[config.mk]
export PLATFORM = sky130hd
export DESIGN_NAME = imem_loader
export DESIGN_NICKNAME = d
export VERILOG_FILES = /design/src/rtl/imem_loader_pkg.sv /design/src/rtl/imem_loader_byte_word_packer.sv /design/src/rtl/imem_loader.sv
export SDC_FILE = /design/constraint.sdc
export NUM_CORES = 1
export LEC_CHECK = 0
export CORE_AREA = 2 2 132 134
export DETAILED_ROUTE_END_ITERATION = 16
export DIE_AREA = 0 0 134 136
export DONT_BUFFER_PORTS = 1
export HOLD_SLACK_MARGIN = 0.08
export PLACE_DENSITY = 0.59
export RECOVER_POWER = 25
export SYNTH_ARGS = -nofsm -noshare
export SYNTH_HDL_FRONTEND = slang
export SYNTH_SLANG_ARGS = --single-unit
export TNS_END_PERCENT = 50
[constraint.sdc]
create_clock -name clk -period 4.35 [get_ports clk]
set_input_delay 1.305 -clock clk [delete_from_list [all_inputs] [get_ports clk]]
set_output_delay 1.305 -clock clk [all_outputs]
set_load 0.02 [all_outputs]
[src/rtl/imem_loader_pkg.sv]
// Shared types and constants for the instruction-memory loader and the
// instruction-memory write port it drives.
package imem_loader_pkg;

  localparam int IMEM_AW    = 32;
  localparam int IMEM_DW    = 32;
  localparam int WORD_BYTES = 4;
  localparam logic [IMEM_AW-1:0] ADDR_STEP = IMEM_AW'(4);

  typedef enum logic [2:0] {
    S_IDLE,
    S_LEN_LO,
    S_LEN_HI,
    S_DATA,
    S_WRITE,
    S_DONE,
    S_ERR
  } state_e;

endpackage

[src/rtl/imem_loader_byte_word_packer.sv]
// Assembles four stream bytes into one little-endian word. The word is
// presented combinationally together with the 4th byte so the caller can
// register it on the same edge that accepts that byte.
module byte_word_packer
  import imem_loader_pkg::*;
(
  input  logic               clk,
  input  logic               rst_n,
  input  logic               clr,
  input  logic               shift_en,
  input  logic [7:0]         byte_in,
  output logic [IMEM_DW-1:0] word,
  output logic               word_valid
);

  logic [1:0]  cnt;
  logic [23:0] sr;

  // Oldest byte drifts down to [7:0]; the 4th byte lands in [31:24].
  assign word       = {byte_in, sr};
  assign word_valid = shift_en && (cnt == 2'(WORD_BYTES - 1));

  always_ff @(posedge clk or negedge rst_n) begin
    if (!rst_n) begin
      cnt <= '0;
      sr  <= '0;
    end else if (clr) begin
      cnt <= '0;
      sr  <= '0;
    end else if (shift_en) begin
      cnt <= cnt + 2'd1;
      sr  <= {byte_in, sr[23:8]};
    end
  end

endmodule

[src/rtl/imem_loader.sv]
// Streams a length-prefixed program image into instruction memory and holds
// the core in reset until the whole image has been written.
module imem_loader
  import imem_loader_pkg::*;
#(
  parameter logic [IMEM_AW-1:0] BASE_ADDR = 32'd0,
  parameter int                 MAX_WORDS = 22
) (
  input  logic               clk,
  input  logic               rst_n,
  input  logic               start,
  input  logic               in_valid,
  input  logic [7:0]         in_data,
  output logic               in_ready,
  output logic               mem_we,
  output logic [IMEM_AW-1:0] mem_addr,
  output logic [IMEM_DW-1:0] mem_wdata,
  output logic               cpu_hold,
  output logic               done,
  output logic               err,
  output logic [15:0]        words_loaded
);

  state_e             state, state_nxt;
  logic [7:0]         len_lo;
  logic [15:0]        count;
  logic [15:0]        len_full;
  logic [IMEM_AW-1:0] addr_cnt;
  logic               byte_acc;
  logic               arm;
  logic [IMEM_DW-1:0] pk_word;
  logic               pk_valid;

  assign byte_acc = in_valid && in_ready;
  assign len_full = {in_data, len_lo};
  assign arm      = start && (state == S_IDLE || state == S_DONE || state == S_ERR);

  byte_word_packer u_packer (
    .clk        (clk),
    .rst_n      (rst_n),
    .clr        (arm),
    .shift_en   (byte_acc && state == S_DATA),
    .byte_in    (in_data),
    .word       (pk_word),
    .word_valid (pk_valid)
  );

  always_comb begin
    state_nxt = state;
    in_ready  = 1'b0;
    cpu_hold  = 1'b1;
    done      = 1'b0;
    err       = 1'b0;
    case (state)
      S_IDLE:   if (start) state_nxt = S_LEN_LO;
      S_LEN_LO: begin
        in_ready = 1'b1;
        if (byte_acc) state_nxt = S_LEN_HI;
      end
      S_LEN_HI: begin
        in_ready = 1'b1;
        if (byte_acc) begin
          if (len_full == 16'd0)                 state_nxt = S_DONE;
          else if (len_full > 16'(MAX_WORDS))    state_nxt = S_ERR;
          else                                   state_nxt = S_DATA;
        end
      end
      S_DATA: begin
        in_ready = 1'b1;
        if (pk_valid) state_nxt = S_WRITE;
      end
      S_WRITE: begin
        if (({1'b0, words_loaded} + 17'd1) < {1'b0, count}) state_nxt = S_DATA;
        else                                                 state_nxt = S_DONE;
      end
      S_DONE: begin
        cpu_hold = 1'b0;
        done     = 1'b1;
        if (start) state_nxt = S_LEN_LO;
      end
      S_ERR: begin
        err = 1'b1;
        if (start) state_nxt = S_LEN_LO;
      end
      default: state_nxt = S_IDLE;
    endcase
  end

  always_ff @(posedge clk or negedge rst_n) begin
    if (!rst_n) state <= S_IDLE;
    else        state <= state_nxt;
  end

  always_ff @(posedge clk or negedge rst_n) begin
    if (!rst_n) begin
      len_lo       <= '0;
      count        <= '0;
      words_loaded <= '0;
      addr_cnt     <= BASE_ADDR;
    end else begin
      if (state == S_LEN_LO && byte_acc) len_lo <= in_data;
      if (state == S_LEN_HI && byte_acc) count  <= len_full;
      if (arm) begin
        words_loaded <= '0;
        addr_cnt     <= BASE_ADDR;
      end else if (state == S_WRITE) begin
        words_loaded <= words_loaded + 16'd1;
        addr_cnt     <= addr_cnt + ADDR_STEP;
      end
    end
  end

  // Write port is registered: strobe is high exactly for the WRITE cycle,
  // address/data hold afterwards.
  always_ff @(posedge clk or negedge rst_n) begin
    if (!rst_n) begin
      mem_we    <= 1'b0;
      mem_addr  <= BASE_ADDR;
      mem_wdata <= '0;
    end else begin
      mem_we <= (state == S_DATA) && pk_valid;
      if (state == S_DATA && pk_valid) begin
        mem_addr  <= addr_cnt;
        mem_wdata <= pk_word;
      end
    end
  end

endmodule

# After elaboration in Yosys (flattened, before gate mapping)
# Index checks and enable logic that the tools add are counted.
dict set report totals {
  word_cells 63
  input_bits 12
  ff_bits 166
  output_inout_bits 85
}
dict set report classes {
  eq_ne 11
  order_cmp 2
  n_addsub 4
  n_reduce_logical 16
  n_mux 20
}
# op n
set ops {}
lappend ops {{32-bit two-way mux} 2}
lappend ops {{24-bit two-way mux} 2}
lappend ops {{32-bit by 3-bit adder with 32-bit output (second input constant)} 1}
lappend ops {{16-bit two-way mux} 2}
lappend ops {{3-bit two-way mux} 7}
lappend ops {{16-bit by 1-bit adder with 17-bit output (second input constant)} 1}
lappend ops {{17-bit by 16-bit less-than comparator with 1-bit output} 1}
lappend ops {{16-bit by 1-bit adder with 16-bit output (second input constant)} 1}
lappend ops {{16-bit by 5-bit greater-than comparator with 1-bit output (second input constant)} 1}
lappend ops {{16-bit logical NOT} 1}
lappend ops {{3-bit case mux with 5 select lines} 1}
lappend ops {{3-bit == test (second input constant)} 3}
lappend ops {{1-bit logical AND} 7}
lappend ops {{3-bit by 2-bit == test with 1-bit output (second input constant)} 2}
lappend ops {{2-bit inequality test (second input constant)} 3}
lappend ops {{3-bit OR reduction} 2}
lappend ops {{1-bit two-way mux} 4}
lappend ops {{2-bit two-way mux} 2}
lappend ops {{4-bit AND reduction} 1}
lappend ops {{2-bit nonzero test} 2}
lappend ops {{3-bit by 1-bit == test with 1-bit output (second input constant)} 1}
lappend ops {{3-bit logical NOT} 1}
lappend ops {{2-bit by 1-bit adder with 2-bit output (second input constant)} 1}
lappend ops {{2-bit == test (second input constant)} 1}
lappend ops {{2 further kinds} 3}

# Depth between registers and ports, before layout
# Gate-level depths: netlist (run 1).
dict set report depth {
  depth_word 8
  depth_mapped 12
  depth_no_buf 12
}

# Hierarchy
# From an unflattened synthesis (run 1), not the netlist that was laid out.
dict set report hier_totals {
  hier_cells 676
  area_unflattened_um2 7597.3
}
# module area_each_um2 seq_area_each_um2 instances cells_per_inst
set by_module_without_submodules {}
lappend by_module_without_submodules {imem_loader 6443.7 3403.3 1 582}
lappend by_module_without_submodules {byte_word_packer 1153.6 650.6 1 94}

# Worst setup path after synthesis (run 1)
# Ideal clock, no wire load.
dict set report synth_timing {
  path_type {flip-flop to flip-flop}
  from {register words_loaded[2]}
  to {register state[2]}
  t_arrival_ps 2845
  n_path_buf 0
  synth_period_minus_slack_ps 2965
  setup_time_ps 120
  required_ps 4230
  stages_incl_launch_ff 12
  path_slack_ps 1385
  path_cell_list {dfrtp_1 nand3_1 nor3_1 nand4_1 xnor2_1 ha_1 and3_1 a221oi_1 o211ai_1 a211oi_1 o32ai_1 o211a_1}
}
dict set report synth_via {
  elab_chain_cells 4
}
# element line
set synth_lines {}
lappend synth_lines {{start, declared} imem_loader.sv:21} ;# output logic [15:0] words_loaded
lappend synth_lines {{start signal, assigned} imem_loader.sv:107} ;# words_loaded <= words_loaded + 16'd1;
lappend synth_lines {{16-bit by 1-bit adder with 17-bit output} imem_loader.sv:73} ;# if (({1'b0, words_loaded} + 17'd1) < {1'b0, count}) state_nxt = S_DATA;
lappend synth_lines {{17-bit by 16-bit less-than comparator with 1-bit output} imem_loader.sv:73}
lappend synth_lines {{3-bit two-way mux} imem_loader.sv:73}
lappend synth_lines {{3-bit case mux with 5 select lines} imem_loader.sv:54} ;# case (state)
lappend synth_lines {{end signal, assigned} imem_loader.sv:91} ;# else state <= state_nxt;
lappend synth_lines {{end, declared} imem_loader.sv:24} ;# state_e state, state_nxt;
# No other way between the ends.
# A chain may end at the register's enable or synchronous reset.

# Worst setup path after layout (run 1)
dict set report layout_timing {
  from {register words_loaded[5]}
  to {register state[1]}
}
# The elaborated chain is that of the path after synthesis.

==> results of run 1 <==
-- per-stage QoR --
step,utilization [%],setup WS [ps]
after global routing,49.0,583
final,49.0,840
after CTS,48.9,928
after detailed placement,45.0,955
after global placement,45.0,1070
after floorplan,-,1380
-- worst paths after layout --
path,cells past startpoint,end,from
worst max-delay path,10,state[1],words_loaded[5]
worst min-delay path,1,mem_wdata[7],u_packer.sr[7]
worst max register to register,10,state[1],words_loaded[5]
worst min register to register,1,mem_wdata[7],u_packer.sr[7]
max in group asynchronous,0,addr_cnt[7],rst_n
min in group asynchronous,0,u_packer.sr[4],rst_n
-- cell families (layout without fill, tap and decap cells) --
| group | Yosys count | in the layout | share of synthesized area, % |
|---|---|---|---|
| adder cells (fa/ha/maj) | 18 | 18 | 3.03 |
| flip-flops | 162 | 162 | 54.6 |
| multiplexers | 67 | 67 | 10.2 |
| AND/OR/NAND/NOR | 234 | 234 | 14.8 |
| other | 1 | 2 | 0.0505 |
| XOR/XNOR | 38 | 38 | 4.48 |
| AO/OA/AOI/OAI | 117 | 117 | 9.48 |
| buffers and inverters | 58 | 62 | 3.45 |
-- power groups by stage --
stage / logic [mW] / registers [mW] / clock network (mW)
3_5_place_dp: 0.807 / 2.06 / 0
6_report: 0.802 / 2.03 / 1.66
3_3_place_gp: 0.772 / 2.05 / 0
5_1_grt: 0.918 / 2.07 / 1.76
4_1_cts: 0.811 / 2.03 / 1.69
2_1_floorplan: 0.677 / 1.96 / 0
-- cells in the mapped netlist (7+ instances only) --
master	count
mux2_2	67
and4_1	7
inv_1	25
dfrtp_1	162
a21o_1	9
a21oi_1	35
nor3_1	12
xor2_1	18
o21ai_0	50
and3_1	10
clkbuf_1	10
ha_1	18
buf_2	19
nand3_1	19
nor2_1	39
nand4_1	13
xnor2_1	20
nand2_1	111
-- cell type report --
class,instances,area share (%)
Clock inverter,12,2.45
Inverter,25,1.14
Timing Repair Buffer,5,0.500
Multi-Input combinational cell,476,37.9
Tap cell,225,3.41
Sequential cell,162,49.1
Clock buffer,20,5.53
-- layer usage --
metal / vias to the layer above / part of all wire [%] / track usage, %
li1: 2389 / - / -
met1: 2507 / 44 / 23.6
met2: 128 / 48 / 29.5
met3: 28 / 5.3 / 5.26
met4: 0 / 2.7 / 7.80
met5: - / 0 / 0
-- flip-flops by register name (all words and copies together), names as in the netlist --
signal,cells
addr_cnt,30
count,16
len_lo,8
mem_addr,30
mem_wdata,32
mem_we,1
state,3
u_packer.cnt,2
u_packer.sr,24
words_loaded,16
-- critical path, delay by kind of cell, from the launching register on --
| kind | cells | cell delay (ps) |
|---|---|---|
| and+or+nand+nor | 5 | 1340 |
| adders and majority gates | 1 | 300 |
| xor gates and xnor gates | 1 | 190 |
| DFF | 1 | 590 |
| AOI/OAI and AO/OA | 3 | 960 |
==> metrics.txt, run 1 <==
Clock power frac 36.9%; Worst Path Required 4650 ps; Post CTS Setup Buffer Count 0; Post-Layout Inst Area 8260 µm²; Core ar. roughly 17000 µm²; Yosys top cell by area dfrtp_1; Post-synth EDFFs 0; Worst-Skew Late Latency 420 ps; mean post-synth cell area around 11 µm²; CP max stage delay 590 ps; leading cell type in the layout, fill and taps excluded dfrtp_1; actual slew at the worst max-slew pin 988 ps; Pwr Total approximately 4.5 mW; outcome finished, final reports clean; Achievable Freq 285 MHz; CP arrival 3810 ps; maximum vdd drop a little under 0.3 mV; Ys Warns 0; gpl congestion 0.814; Multi-input gate area 3130 µm²; placed cells 892; Reg2Reg Setup Slack about 840 ps; share of cells above drive strength 1 16.6%; die area 18200 µm²; Initial Util between 40 and 50%; largest net degree at the start of global routing 163; P_leak 3.88 nW; clk slew on worst S/H paths 60 ps; FILL cells 1542; Initial DRT Pass Iterations 4; Crit. End Element register; Worst Hold Class reg -> reg; endpoints failing hold 0; Post-Syn Area 7430 µm²; ys flop type dfrtp_1; CP max stage cell dfrtp_1; min Tclk post-route 3510 ps; Vias/cell 5.46; Longest Clk Path Bufs 2; gr usage total 18.4%; CTS H-tree depth 4; Slew Limit Fails 0; Most Frequent Cell on Critical Path nand4_1; post-detail-place hpwl 10700 µm; register area share after synthesis 54.6%; final wirelength 15900 µm; top cells by area, synth dfrtp_1 (55%), mux2_2 (10%), nand2_1 (5.6%); post-placement cell area 7590 µm²; # diodes 0; root buffer cell clkbuf_16; unrepaired setup endpoints after global routing no; sw frac 30.4%; Post-CTS Resized 0; Final nets about 720; Post-Route Setup TNS 0 ps; I/O pins 97; number of max-cap violations 0; post-route clock skew between 6 and 7 ps; final hold slack 506 ps; die width between 100 and 150 µm; drt drc 0; Row Count 48; fin crit share approximately four fifths; FF+latch area between 4000 and 5000 µm²; critical-path maximum fanout 9; Cell Chain, Critical Path nand4_1 > nor3_1 > nand4_1 > xnor2_1 > ha_1 > and3_1 > nand3_1 > a2111oi_0 > a211oi_1 > a221o_1; Sw Pwr 1.37 mW; WL/cell 17.2 µm; cell count after synthesis 695; sequential fraction of design power 45.2%; share of the synthesized area in the top cell type 54.6%; cts bufs inserted 17; Synth cell types 53; Finish-stage setup viols 0; crit start category register; Slew headroom 33.9%; Die H 136 µm; Port-buffer cells 0; ANT nets after route 0; first-pass GRT wire length 26100 µm; initial antenna violation count 0; Hold-fix buffers, CTS 0; area grow syn2layout 11.2%; pwr/cell area 543 nW/µm²; Synth Register Bits 162; TritonCTS clock tree done; Combinational Power Share 17.9%; 1st-iter DRT viols between 300 and 400; Final Non-Filler Cells 925; CP Class reg -> reg; commonest cells after routing, fill and taps aside dfrtp_1 (162), nand2_1 (111), mux2_2 (67), o21ai_0 (50), nor2_1 (39); vias 5052; internal power roughly 3.1 mW; clock sinks 162; vias in the first global route 5013; Async S/R FF share, synth 100%; grt ovf 0
Power figures use the tool's default switching activity.
==> run 2: changes to the inputs <==
--- a/config.mk
+++ b/config.mk
@@ -10,7 +10,7 @@
 export DIE_AREA = 0 0 134 136
 export DONT_BUFFER_PORTS = 1
 export HOLD_SLACK_MARGIN = 0.08
-export PLACE_DENSITY = 0.59
+export PLACE_DENSITY = 0.61
 export RECOVER_POWER = 25
 export SYNTH_ARGS = -nofsm -noshare
 export SYNTH_HDL_FRONTEND = slang
==> constraint.sdc (replaced) <==
create_clock -name clk -period 2.9 [get_ports clk]
set_input_delay 0.87 -clock clk [delete_from_list [all_inputs] [get_ports clk]]
set_output_delay 0.87 -clock clk [all_outputs]
set_load 0.02 [all_outputs]
==> run 2 against run 1 <==
Net effect: total power up 49%; non-clock buffer count up 31; final cell count up 3.1%; clock-buffer cell count down 3; critical path depth up 2; highest routed layer unchanged; first-iteration DRC count down 9.5%; critical path type unchanged; via count up 2.3%; cell area up 3.2%; global-route usage up 0.58 points; sequential power up 49%; clock skew up 1.1 ps; combinational power up 62%.
==> metrics.txt, run 2 (synthesis gave the netlist of run 1 again) <==
Util after Layout 50.5% (+1.6 points); Row Count 48 (unchanged); pwr/cell area 782 nW/µm² (+44%); initial antenna violation count 0 (unchanged); Vias/cell 5.42 (-0.83%); crit start category register; Clock power frac 35.1% (-1.8 points); final hold slack 143 ps (-363 ps); die area 18200 µm² (unchanged); post-route clock skew 7.45 ps (+1.10 ps); clock sinks 162 (unchanged); clk slew on worst S/H paths 60 ps (about the same); Finish-stage setup viols 0 (unchanged); actual slew at the worst max-slew pin 788 ps (-200 ps); endpoints failing hold 0 (unchanged); Combinational Power Share 19.5% (+1.6 points); vias in the first global route 5223 (+4.2%); WL/cell 17.1 µm (-0.52%); Reg with most FFs mem_wdata; commonest cells after routing, fill and taps aside dfrtp_1 (158), nand2_1 (111), mux2_2 (67), o21ai_0 (50), nor2_1 (39); Initial DRT Pass Iterations 5 (+1); first-pass GRT wire length 27300 µm (+4.7%); Worst Path Required 3200 ps (-1450 ps); Slew headroom 47.3% (+13 points); Worst Hold Class in -> async; Longest Clk Path Bufs 2 (unchanged); leading cell type in the layout, fill and taps excluded dfrtp_1; largest net degree at the start of global routing 163 (unchanged); ANT nets after route 0 (unchanged); area grow syn2layout 14.8%; gr usage total 19.0% (+0.58 points); FILL cells 1474 (-4.4%); Core ar. 16900 µm² (unchanged); vias 5167 (+2.3%); root buffer cell clkbuf_16; internal power 4.58 mW (+47%); # diodes 0 (unchanged); Crit. End Element register; sequential fraction of design power 45.4% (+0.2 points); met2 Use GR 30.6% (+1.2 points); fin crit share 95.8% (+15 points); Slew Limit Fails 0 (unchanged); drt drc 0 (unchanged); 1st-iter DRT viols 286 (-9.5%); Die H 136 µm (unchanged); Port-buffer cells 0 (unchanged); sw frac 31.3% (+0.86 points); P_leak 4.03 nW (+4.0%); share of cells above drive strength 1 21.7% (+5.1 points); Sw Pwr 2.09 mW (+53%); worst r2r src words_loaded[4]; Achievable Freq 360 MHz (+26%); Initial Util 44.0% (unchanged); maximum vdd drop 0.522 mV (+80%); Place WS -5.77 ps (-961 ps); CP arrival 3080 ps (-730 ps); top flop regs mem_wdata (32), addr_cnt (30), mem_addr (30); met1 usage 23.8% (+0.22 points); Hold-fix buffers, CTS 0 (unchanged); Worst-Skew Late Latency 420 ps (about the same); max reg flops 32 (unchanged); Final nets 748 (+4.3%); I/O pins 97 (unchanged); GR peak layer met2; gpl congestion 0.891 (+9.4%); cts bufs inserted 17 (unchanged); Reg2Reg Setup Slack 120 ps (-720 ps); TritonCTS clock tree done; grt ovf 0 (unchanged); critical-path maximum fanout 6 (-3); die width 134 µm (unchanged); reg2reg end state[2]; CP Class reg -> reg; met3 Track Usage GR 5.89% (+0.63 points); outcome finished, final reports clean; CTS H-tree depth 4 (unchanged); number of max-cap violations 0 (unchanged); final wirelength 16300 µm (+2.6%); Reg2Reg Depth 12 (+2); min Tclk post-route 2780 ps (-732 ps); post-detail-place hpwl 11100 µm (+4.0%); min setup slack post-route 123 ps (-718 ps)
==> run 2: power groups by stage <==
stage	registers [mW]	clock network (mW)	logic, mW
2_1_floorplan	2.94	0	1.02
4_1_cts	3.03	2.39	1.27
5_1_grt	3.09	2.50	1.47
6_report	3.03	2.34	1.30
3_5_place_dp	3.07	0	1.26
3_3_place_gp	3.05	0	1.23
==> run 2: worst max path at each step <==
stage / start / endpoint / slack [ps] / depth (start not counted)
after floorplan: words_loaded[0] / state[2] / 50 / 12
after global placement: words_loaded[0] / state[2] / 70 / 12
after detailed placement: words_loaded[0] / state[2] / -6 / 12
after CTS: words_loaded[0] / state[2] / 50 / 12
after global routing: words_loaded[0] / state[2] / -40 / 13
final: words_loaded[4] / state[2] / 120 / 12
==> run 2: what timing repair did <==
action                                  4_1_cts  5_1_grt
hold endpoints to repair                      0        0
setup buffers                                 0        2
cloned                                        0        0
endpoints found under the setup margin        1        2
gates resized for setup                       1       10
pin swaps                                     0        2
==> run 2: area by class of cell <==
class / instances / area [µm²] / area share (%)
Clock buffer: 17 / 425 / 4.99
Clock inverter: 13 / 185 / 2.17
Inverter: 25 / 93.8 / 1.10
Multi-Input combinational cell: 476 / 3200 / 37.5
Sequential cell: 162 / 4060 / 47.6
Tap cell: 225 / 282 / 3.30
Timing Repair Buffer: 36 / 283 / 3.32
==> run 2: metal layers <==
layer | part of all wire [%] | vias up
met3 | 5.7 | 28
met5 | 0 | -
met4 | 2.8 | 0
met2 | 48 | 120
met1 | 43 | 2567
li1 | - | 2452
==> run 2: through the flow <==
stage	instances	power, mW	area (µm²)	setup TNS (ps)
CTS	952	6.69	8450	0
detailed placement	922	4.33	7840	-5.77
global placement	922	4.28	7840	0
floorplan	696	3.96	7440	0
global route	954	7.05	8530	-39.6
finish	954	6.67	8530	0
==> run 2: worst max-delay path, cell delays in order, from the launching register on <==
cell and delay [ps]:
dfrtp_1 410, nand3_1 130, nor3_2 180, buf_4 160, nand4_1 140, xnor2_1 170, ha_1 320, and3_1 240
a221oi_2 280, o211ai_1 150, a211oi_2 220, o32ai_1 120, o211a_1 140
==> run 3: changes to the inputs <==
--- a/config.mk
+++ b/config.mk
@@ -5,9 +5,9 @@
 export SDC_FILE = /design/constraint.sdc
 export NUM_CORES = 1
 export LEC_CHECK = 0
-export CORE_AREA = 2 2 132 134
+export CORE_AREA = 2 2 157 113
 export DETAILED_ROUTE_END_ITERATION = 16
-export DIE_AREA = 0 0 134 136
+export DIE_AREA = 0 0 159 115
 export DONT_BUFFER_PORTS = 1
 export HOLD_SLACK_MARGIN = 0.08
 export PLACE_DENSITY = 0.61
==> run 3 against run 2 <==
Net effect: clock skew grew 6.3 ps; critical path depth shrank 2; clock power shrank 7%; total power shrank 1.5%; register-to-register slack lost 40 ps; final cell count grew 0.73%; setup slack lost 42 ps; global-route usage grew 0.063 points; sequential cell count is the same; critical path type unchanged; critical endpoint is now state[1]; highest routed layer unchanged.
==> metrics.txt, run 3 (synthesis gave the netlist of run 1 again) <==
FILL cells 1530 (+3.8%); Slew Limit Fails 0 (unchanged); Clock power frac 33.0% (-2.1 points); Post CTS Setup Buffer Count 0 (unchanged); Achievable Freq 355 MHz (-1.5%); internal power 4.42 mW (-3.6%); # diodes 0 (unchanged); largest net degree at the start of global routing 163 (unchanged); placed cells 929 (+0.76%); Critical Path Sink state[1]; Finish-stage setup viols 0 (unchanged); CP arrival 3130 ps (+50 ps); Cell Chain, Critical Path nand3_1 > nor3_4 > nand4_1 > xnor2_1 > ha_1 > and3_1 > nand3_1 > a2111oi_2 > a211oi_2 > a221o_1; number of max-cap violations 0 (unchanged); Worst-Skew Late Latency 430 ps (about the same); sw frac 32.7% (+1.4 points); leading cell type in the layout, fill and taps excluded dfrtp_1; area grow syn2layout 14.4%; Most Frequent Cell on Critical Path nand3_1; Row Count 40 (-17%); fin crit share 97.2% (+1.5 points); ANT nets after route 0 (unchanged); outcome finished, final reports clean; CTS H-tree depth 4 (unchanged); root buffer cell clkbuf_16; Crit. End Element register; clk slew on worst S/H paths 60 ps (about the same); grt ovf 0 (unchanged); WL/cell 17.4 µm (+1.8%); Reg2Reg Depth 10 (-2); Final Non-Filler Cells 961 (+0.73%); Initial DRT Pass Iterations 5 (unchanged); min Tclk post-route 2820 ps (+42.1 ps); Initial Util 44.2% (+0.16 points); sequential fraction of design power 46.4% (+1.0 points); CP Launch Point words_loaded[4]; die area 18300 µm² (+0.33%); TritonCTS clock tree done; initial antenna violation count 0 (unchanged); vias in the first global route 5235 (+0.23%); CP max stage delay 410 ps (about the same); Reg with most FFs mem_wdata; actual slew at the worst max-slew pin 689 ps (-98.6 ps); Post-Layout Inst Area 8500 µm² (-0.28%); Final nets 747 (-0.13%); share of cells above drive strength 1 22.1% (+0.38 points); Worst Path Required 3210 ps (about the same); post-route clock skew 13.7 ps (+6.27 ps); P_leak 4.04 nW (about the same); CP max stage cell dfrtp_2; I/O pins 97 (unchanged); Sw Pwr 2.15 mW (+3.0%); commonest cells after routing, fill and taps aside dfrtp_1 (157), nand2_1 (111), mux2_2 (67), o21ai_0 (50), nor2_1 (39); Die H 115 µm (-15%); cts bufs inserted 17 (unchanged); Combinational Power Share 20.5% (+1.0 points); final wirelength 16700 µm (+2.5%); Core ar. 16800 µm² (-0.36%); Longest Clk Path Bufs 2 (unchanged); first-pass GRT wire length 27400 µm (+0.33%); post-placement cell area 7870 µm² (+0.35%); Reg2Reg Setup Slack 80 ps (-40 ps); CP Class reg -> reg; top flop regs mem_wdata (32), addr_cnt (30), mem_addr (30); Worst Hold Class in -> async; Port-buffer cells 0 (unchanged); maximum vdd drop 0.349 mV (-33%); post-detail-place hpwl 11600 µm (+4.2%); worst r2r src words_loaded[4]; max reg flops 32 (unchanged); reg2reg end state[1]; clock sinks 162 (unchanged); crit start category register; 1st-iter DRT viols 318 (+11%); gpl congestion 0.863 (-3.1%); pwr/cell area 772 nW/µm² (-1.3%); vias 5190 (+0.45%); Vias/cell 5.40 (-0.29%); Hold-fix buffers, CTS 0 (unchanged); die width 159 µm (+19%); endpoints failing hold 0 (unchanged); drt drc 0 (unchanged); Slew headroom 53.9% (+6.7 points); critical-path maximum fanout 5 (-1); gr usage total 19.1% (+0.063 points)
[run 3: worst max-delay path: cells and delay by family, from the launching register on]
family | cells | cell delay [ps]
XOR/XNOR | 1 | 160
AND/OR/NAND/NOR | 5 | 1000
adder cells (fa/ha/maj) | 1 | 330
flip-flops | 1 | 410
AO/OA/AOI/OAI | 3 | 790
[run 3: area by class of cell]
type	count	area [µm²]	share of cell area, %
Clock buffer	19	453	5.33
Clock inverter	13	126	1.49
Inverter	25	93.8	1.10
Multi-Input combinational cell	476	3190	37.6
Sequential cell	162	4060	47.7
Tap cell	231	289	3.40
Timing Repair Buffer	35	288	3.38
[run 3: metal layers]
metal  vias to the layer above  track usage [%]  wire (µm)
met3                        11             6.35        938
li1                       2452                -          -
met1                      2618             25.9       8090
met4                         0             6.24        174
met2                       109             29.1       7510
met5                         -                0          0
[run 3: per-stage QoR]
| step | power [mW] | hold slack, ps | setup WS [ps] | utilization (%) | setup TNS (ps) |
|---|---|---|---|---|---|
| 3_3_place_gp | 4.33 | 489 | 38.1 | 46.8 | 0 |
| 4_1_cts | 6.61 | 121 | 1.14 | 50.3 | 0 |
| 5_1_grt | 6.96 | 119 | -12.9 | 50.6 | -12.9 |
| 2_1_floorplan | 3.96 | 468 | 50.5 | - | 0 |
| 6_report | 6.57 | 144 | 80.5 | 50.6 | 0 |
| 3_5_place_dp | 4.41 | 506 | -49.4 | 46.8 | -49.4 |
[run 3: power by group through the flow]
stage	Combinational, mW	Clock (mW)	Sequential, mW
6_report	1.35	2.17	3.05
5_1_grt	1.52	2.34	3.11
4_1_cts	1.34	2.22	3.05
2_1_floorplan	1.02	0	2.94
3_5_place_dp	1.32	0	3.09
3_3_place_gp	1.27	0	3.07
[run 3: how the worst min path moves through the flow]
stage	start	endpoint	slack [ps]
global placement	len_lo[5]	count[5]	490
finish	rst_n	words_loaded[0]	140
global route	rst_n	words_loaded[5]	120
floorplan	len_lo[5]	count[5]	470
detailed placement	u_packer.sr[3]	mem_wdata[3]	510
CTS	rst_n	words_loaded[6]	120
[run 3: what timing repair did]
item / CTS / global route
pin swaps: 0 / 2
setup endpoints to repair: 1 / 2
resized for setup: 2 / 12
